[config.mk]
export PLATFORM = sky130hd
export DESIGN_NAME = hoeraa_pipe_adder
export DESIGN_NICKNAME = d
export VERILOG_FILES = /design/src/rtl/hoeraa_pipe_adder.sv
export SDC_FILE = /design/constraint.sdc
export NUM_CORES = 1
export LEC_CHECK = 0
export ABC_AREA = 1
export CORE_MARGIN = 10
export CORE_UTILIZATION = 60
export CTS_CLUSTER_DIAMETER = 150
export CTS_CLUSTER_SIZE = 28
export DETAILED_ROUTE_END_ITERATION = 6
export PLACE_DENSITY = 0.82
export SYNTH_ARGS = -nofsm -noshare
export SYNTH_HDL_FRONTEND = slang
export SYNTH_SLANG_ARGS = --single-unit
[constraint.sdc]
create_clock -name clk -period 19.25 [get_ports clk]
set_clock_uncertainty 0.15 [all_clocks]
set_input_delay 3.85 -clock clk [delete_from_list [all_inputs] [get_ports clk]]
set_output_delay 3.85 -clock clk [all_outputs]
set_load 0.02 [all_outputs]
[src/rtl/hoeraa_pipe_adder.sv]
// Two-stage valid/ready pipelined HOERAA approximate adder. The approximate width is selectable per beat.
// An on-chip statistics unit counts erroneous beats and tracks the worst-case error distance.
module hoeraa_pipe_adder #(
    parameter int unsigned N     = 16,
    parameter int unsigned K_MAX = 8,
    parameter int unsigned KW    = $clog2(K_MAX + 1),
    parameter int unsigned CW    = 16
) (
    input  logic          clk,
    input  logic          rst_n,
    input  logic          in_valid,
    output logic          in_ready,
    input  logic [N-1:0]  in_x,
    input  logic [N-1:0]  in_y,
    input  logic [KW-1:0] in_k,
    output logic          out_valid,
    input  logic          out_ready,
    output logic [N-1:0]  out_s,
    output logic          out_co,
    output logic          out_err,
    input  logic          stat_clr,
    output logic [CW-1:0] err_cnt,
    output logic [CW-1:0] beat_cnt,
    output logic [N:0]    err_max
);

    logic          r_s1_valid;
    logic [N-1:0]  r_x;
    logic [N-1:0]  r_y;
    logic [KW-1:0] r_ke;

    logic          r_s2_valid;
    logic [N-1:0]  r_s;
    logic          r_co;
    logic          r_err;
    logic [N:0]    r_d;

    logic [CW-1:0] r_err_cnt;
    logic [CW-1:0] r_beat_cnt;
    logic [N:0]    r_err_max;

    logic          w_s1_adv;
    logic          w_s2_adv;
    logic          w_out_hs;
    logic [KW-1:0] w_ke_in;
    int            w_ke;
    logic          w_c;
    logic          w_p;
    logic [N:0]    w_exact;
    logic [N:0]    w_hi;
    logic [N:0]    w_lo;
    logic [N:0]    w_approx;
    logic [N:0]    w_dist;

    assign w_s2_adv = !r_s2_valid || out_ready;
    assign w_s1_adv = !r_s1_valid || w_s2_adv;
    assign w_out_hs = r_s2_valid && out_ready;
    assign in_ready = w_s1_adv;
    assign w_ke_in  = (in_k > KW'(K_MAX)) ? KW'(K_MAX) : in_k;

    // Approximate sum of the stage-1 operands, the exact reference and the error distance
    always_comb begin
        w_ke     = int'(r_ke);
        w_exact  = {1'b0, r_x} + {1'b0, r_y};
        w_c      = 1'b0;
        w_p      = 1'b0;
        w_lo     = '0;
        w_approx = w_exact;
        for (int i = 0; i < N; i++) begin
            if (i == w_ke - 1) w_c = r_x[i] & r_y[i];
            if (i == w_ke - 2) w_p = r_x[i] & r_y[i];
        end
        for (int i = 0; i < N; i++) begin
            if (i < w_ke - 1)
                w_lo[i] = r_x[i] | r_y[i] | w_c;
            else if (i == w_ke - 1)
                w_lo[i] = (r_x[i] ^ r_y[i]) | w_p;
        end
        // Exact upper part aligned back to bit ke; its low ke bits are zero
        w_hi = ((({1'b0, r_x} >> r_ke) + ({1'b0, r_y} >> r_ke) + {{N{1'b0}}, w_c}) << r_ke);
        if (w_ke >= 2)
            w_approx = w_hi | w_lo;
        w_dist = (w_exact >= w_approx) ? (w_exact - w_approx) : (w_approx - w_exact);
    end

    always_ff @(posedge clk or negedge rst_n) begin
        if (!rst_n) begin
            r_s1_valid <= 1'b0;
            r_x        <= '0;
            r_y        <= '0;
            r_ke       <= '0;
            r_s2_valid <= 1'b0;
            r_s        <= '0;
            r_co       <= 1'b0;
            r_err      <= 1'b0;
            r_d        <= '0;
        end else begin
            if (w_s1_adv) begin
                r_s1_valid <= in_valid;
                if (in_valid) begin
                    r_x  <= in_x;
                    r_y  <= in_y;
                    r_ke <= w_ke_in;
                end
            end
            if (w_s2_adv) begin
                r_s2_valid <= r_s1_valid;
                if (r_s1_valid) begin
                    r_s   <= w_approx[N-1:0];
                    r_co  <= w_approx[N];
                    r_err <= (w_approx != w_exact);
                    r_d   <= w_dist;
                end
            end
        end
    end

    // Statistics: a clear takes priority over a coincident output handshake
    always_ff @(posedge clk or negedge rst_n) begin
        if (!rst_n) begin
            r_err_cnt  <= '0;
            r_beat_cnt <= '0;
            r_err_max  <= '0;
        end else if (stat_clr) begin
            r_err_cnt  <= '0;
            r_beat_cnt <= '0;
            r_err_max  <= '0;
        end else if (w_out_hs) begin
            if (r_beat_cnt != '1)
                r_beat_cnt <= r_beat_cnt + CW'(1);
            if (r_err && (r_err_cnt != '1))
                r_err_cnt <= r_err_cnt + CW'(1);
            if (r_d > r_err_max)
                r_err_max <= r_d;
        end
    end

    assign out_valid = r_s2_valid;
    assign out_s     = r_s;
    assign out_co    = r_co;
    assign out_err   = r_err;
    assign err_cnt   = r_err_cnt;
    assign beat_cnt  = r_beat_cnt;
    assign err_max   = r_err_max;

endmodule

==> summary.txt <==
Outcome
  • Run status: complete, but fails checks
  • Violations in the final reports: DRC

Global route
  • Number of global-route vias before repair: roughly 12000
  • Maximum number of pins on one net before global-route repair: between 80 and 90
  • Total Routing Usage GR: 0.287
  • First-pass GRT wire length: between 60 and 70 mm
  • Overflow left after global routing: 0
  • Initial antenna violation count: 0

Clock network
  • Cell at the root of the clock tree: sky130_fd_sc_hd__clkbuf_16
  • Post-CTS clock slew at the launch and capture registers of the worst setup and hold paths: about 0.07 ns
  • Sinks on the clock net: about 120
  • Number of gates resized after CTS: 0
  • Total number of H-tree levels: 4
  • Hold buffer count at cts: 0
  • Number of buffers inserted to repair setup after CTS: 0
  • Clock Tree Buf Depth: 2
  • TritonCTS clock tree: built
  • Number of buffers inserted during clock tree synthesis: 17
  • Insertion delay of the later-clocked pin in the worst-skew pair: about 0.44 ns

Cells and area
  • Layout Cells excl Fill: 2144
  • Final-stage net count: 2018
  • Area grow syn2layout: 15.2%
  • Most common library cell in the layout ignoring fill and taps: sky130_fd_sc_hd__nand2_1
  • Count of inserted antenna diode cells: 0
  • Most used cells in the layout excluding fill and tap cells: sky130_fd_sc_hd__nand2_1, sky130_fd_sc_hd__inv_1, sky130_fd_sc_hd__o21ai_0
  • Fraction of final layout cells sized beyond drive strength 1: 0.0394

Drt
  • Wirelength, routed: between 30 and 40 mm
  • Vias per inst: around 5.8
  • First-pass DRT Iterations: 7
  • Number of DRC markers in iteration 0: between 1000 and 1500
  • Antenna-violating nets left: 0
  • Vias after detailed routing: 12400
  • DRC viols: 2
  • Average wire per standard cell: approximately 18 um

Worst setup path
  • Critical Path End Type: flop
  • Slowest stage cell, crit path: sky130_fd_sc_hd__fa_1
  • Setup slack of the worst register-to-register path: 9.68 ns
  • Critical Path Max Stage Delay: 0.53 ns
  • Top Family by Delay on Critical Path: compound AO/OA/AOI/OAI gates
  • Cell type with the highest occurrence count on the critical path: sky130_fd_sc_hd__nand2_1
  • Arrival time of the worst setup path: between 9 and 10 ns
  • Path type of the worst setup path: flop to flop
  • Peak fanout along the critical path: 39
  • Total buffers and inverters traversed by the critical path: 7
  • Worst endpoint required time: between 15 and 20 ns
  • Worst Reg-to-Reg Cells: 58
  • Category of the worst setup path launch point: flop
  • Worst R2R End: r_d[5]
  • R2r startpoint: r_ke[1]

Pwr
  • Total leakage power: about 6.7 nW
  • Worst IR drop on VDD: approximately 0.080 mV
  • Power density over the cells: ~170 nW/um2

Timing
  • Setup ws final: between 9 and 10 ns
  • Number of endpoints with negative hold slack in the final report: 0
  • Max Clk Rate: approximately 100 MHz
  • TNS Setup: 0 ns
  • Remaining max-slew budget at the tightest pin: 0.333
  • Final Slew Violations: 0
  • Setup repair after global routing missed its margin: false
  • Endpoints failing setup: 0
  • Hold Slack: between 0.3 and 0.4 ns
  • Clock period minus final worst setup slack: around 9.6 ns
  • Slew at the pin closest to its max-slew limit: 1.00 ns
  • Final clock period utilization by the worst path: 0.497

Place
  • Final Wtd Congestion: between 1 and 1.5
  • Count of port buffers added during placement: 109
  • Final HPWL DP: 29.4 mm
  • Instance count after placement with tap cells included: ~2100
  • Worst slack, placed: roughly 9.9 ns

Floorplan
  • Ports placed on the boundary: between 100 and 150
  • Initial cell density of the core: 0.609
  • Width of the die: 160 um
  • Floorplan die height: approximately 160 um
  • Die ar.: 25700 um2
  • Row Count: 51
  • Placeable Area: 19400 um2

Min path
  • Capture endpoint of the worst hold path: out_s[8]
  • Instance count along the most critical hold path: 2
  • Hold path start: out_s[8]
  • Hold WC Path Type: flop to flop

Yosys
  • Register area share after synthesis: 0.258
  • Yosys Warn Count: 0
  • Synth Cell Area: around 12000 um2
  • Gate Count Post-Synth: approximately 1800
  • Register bit count reported by yosys: around 120
  • Synth Area per Inst: approximately 6.5 um2
  • Nets in the synthesized netlist: 1957
  • Number of different library cells in the post-synthesis netlist: just under 60

Flow run
  • Total of max-cap violations: 0
[through the flow]
step,total power [mW],utilization,instance area (um2)
5_1_grt,2.48,0.702,13600
2_1_floorplan,1.48,-,11800
6_report,2.28,0.702,13600
3_5_place_dp,1.87,0.669,13000
4_1_cts,2.25,0.702,13600
3_3_place_gp,1.86,0.669,13000
[worst min-delay path, cell delays in order, from the launching register on]
cell	delay (ns)
sky130_fd_sc_hd__dfrtp_1	0.34
sky130_fd_sc_hd__nand2_1	0.05
sky130_fd_sc_hd__nand2_1	0.06
[worst max-delay path by stage]
stage | end | cells after the start | startpoint
after global placement | r_d[16] | 58 | r_ke[1]
after global routing | r_d[5] | 58 | r_ke[1]
final | r_d[5] | 58 | r_ke[1]
after floorplan | r_d[16] | 63 | r_ke[1]
after detailed placement | r_d[16] | 58 | r_ke[1]
after CTS | r_d[1] | 57 | r_ke[1]
[cell families (layout without fill, tap and decap cells)]
family	Yosys count	after routing	synth area share
AOI/OAI and AO/OA	391	391	0.186
xor gates and xnor gates	54	54	0.0406
adders and majority gates	111	111	0.121
buffers and inverters	315	389	0.105
DFF	122	122	0.258
muxes	9	9	0.00762
and+or+nand+nor	803	803	0.282
[routing by layer]
layer	up-vias	routed length, um	track usage
met5	-	0	0
met4	0	1920	0.155
met3	125	2830	0.0557
met2	600	17600	0.482
met1	5697	15300	0.340
li1	6025	-	-
[cell usage after synthesis (all sizes together)]
| cell | n | area [um2] |
|---|---|---|
| o22ai | 4 | 25.0 |
| a21boi | 2 | 18.8 |
| o221ai | 10 | 87.6 |
| a22oi | 4 | 30.0 |
| nand2 | 505 | 1910 |
| clkbuf | 52 | 196 |
| xor2 | 40 | 350 |
| ha | 106 | 1330 |
| nand3 | 124 | 626 |
| o21bai | 4 | 30.0 |
| o2111ai | 1 | 8.76 |
| mux2i | 9 | 90.1 |
| nand4 | 17 | 113 |
| a21o | 3 | 22.5 |
| and2 | 1 | 6.26 |
| a31oi | 13 | 96.3 |
| and3 | 1 | 6.26 |
| a41oi | 1 | 8.76 |
| xnor2 | 14 | 130 |
| a221oi | 4 | 35.0 |
| dfrtp | 122 | 3050 |
| nor4 | 2 | 12.5 |
| a21oi | 107 | 536 |
| o21a | 5 | 37.5 |
| o21ai | 206 | 1050 |
| nor2 | 123 | 490 |
| o31ai | 3 | 22.5 |
| buf | 24 | 138 |
| fa | 5 | 100 |
| nand3b | 2 | 15.0 |
| o221a | 2 | 22.5 |
| inv | 237 | 895 |
| nor3 | 21 | 110 |
| clkinv | 2 | 7.51 |
| nor3b | 1 | 7.51 |
| o211ai | 9 | 67.6 |
| a311oi | 2 | 17.5 |
| a211oi | 11 | 82.6 |
| or2 | 6 | 37.5 |
[power breakdown]
| part | switching, mW | internal [mW] | total, mW |
|---|---|---|---|
| registers | 0.0479 | 0.320 | 0.368 |
| logic | 0.997 | 0.553 | 1.55 |
| clock network | 0.136 | 0.223 | 0.360 |
| total | 1.18 | 1.10 | 2.28 |
[registers in the layout (all words and copies together), names as in the netlist]
name	flops
err_max	17
r_d	17
beat_cnt	16
err_cnt	16
out_s	16
r_x	16
r_y	16
r_ke	4
out_co	1
out_err	1
out_valid	1
r_s1_valid	1
[cell type report]
cell class,count,area [um2]
Tap cell,265,332
Fill cell,1650,5780
Timing Repair Buffer,118,1160
Multi-Input combinational cell,1368,7530
Inverter,239,902
Clock inverter,14,206
Sequential cell,122,3050
Clock buffer,18,439
No activity file was read; power rests on OpenSTA's default activity.
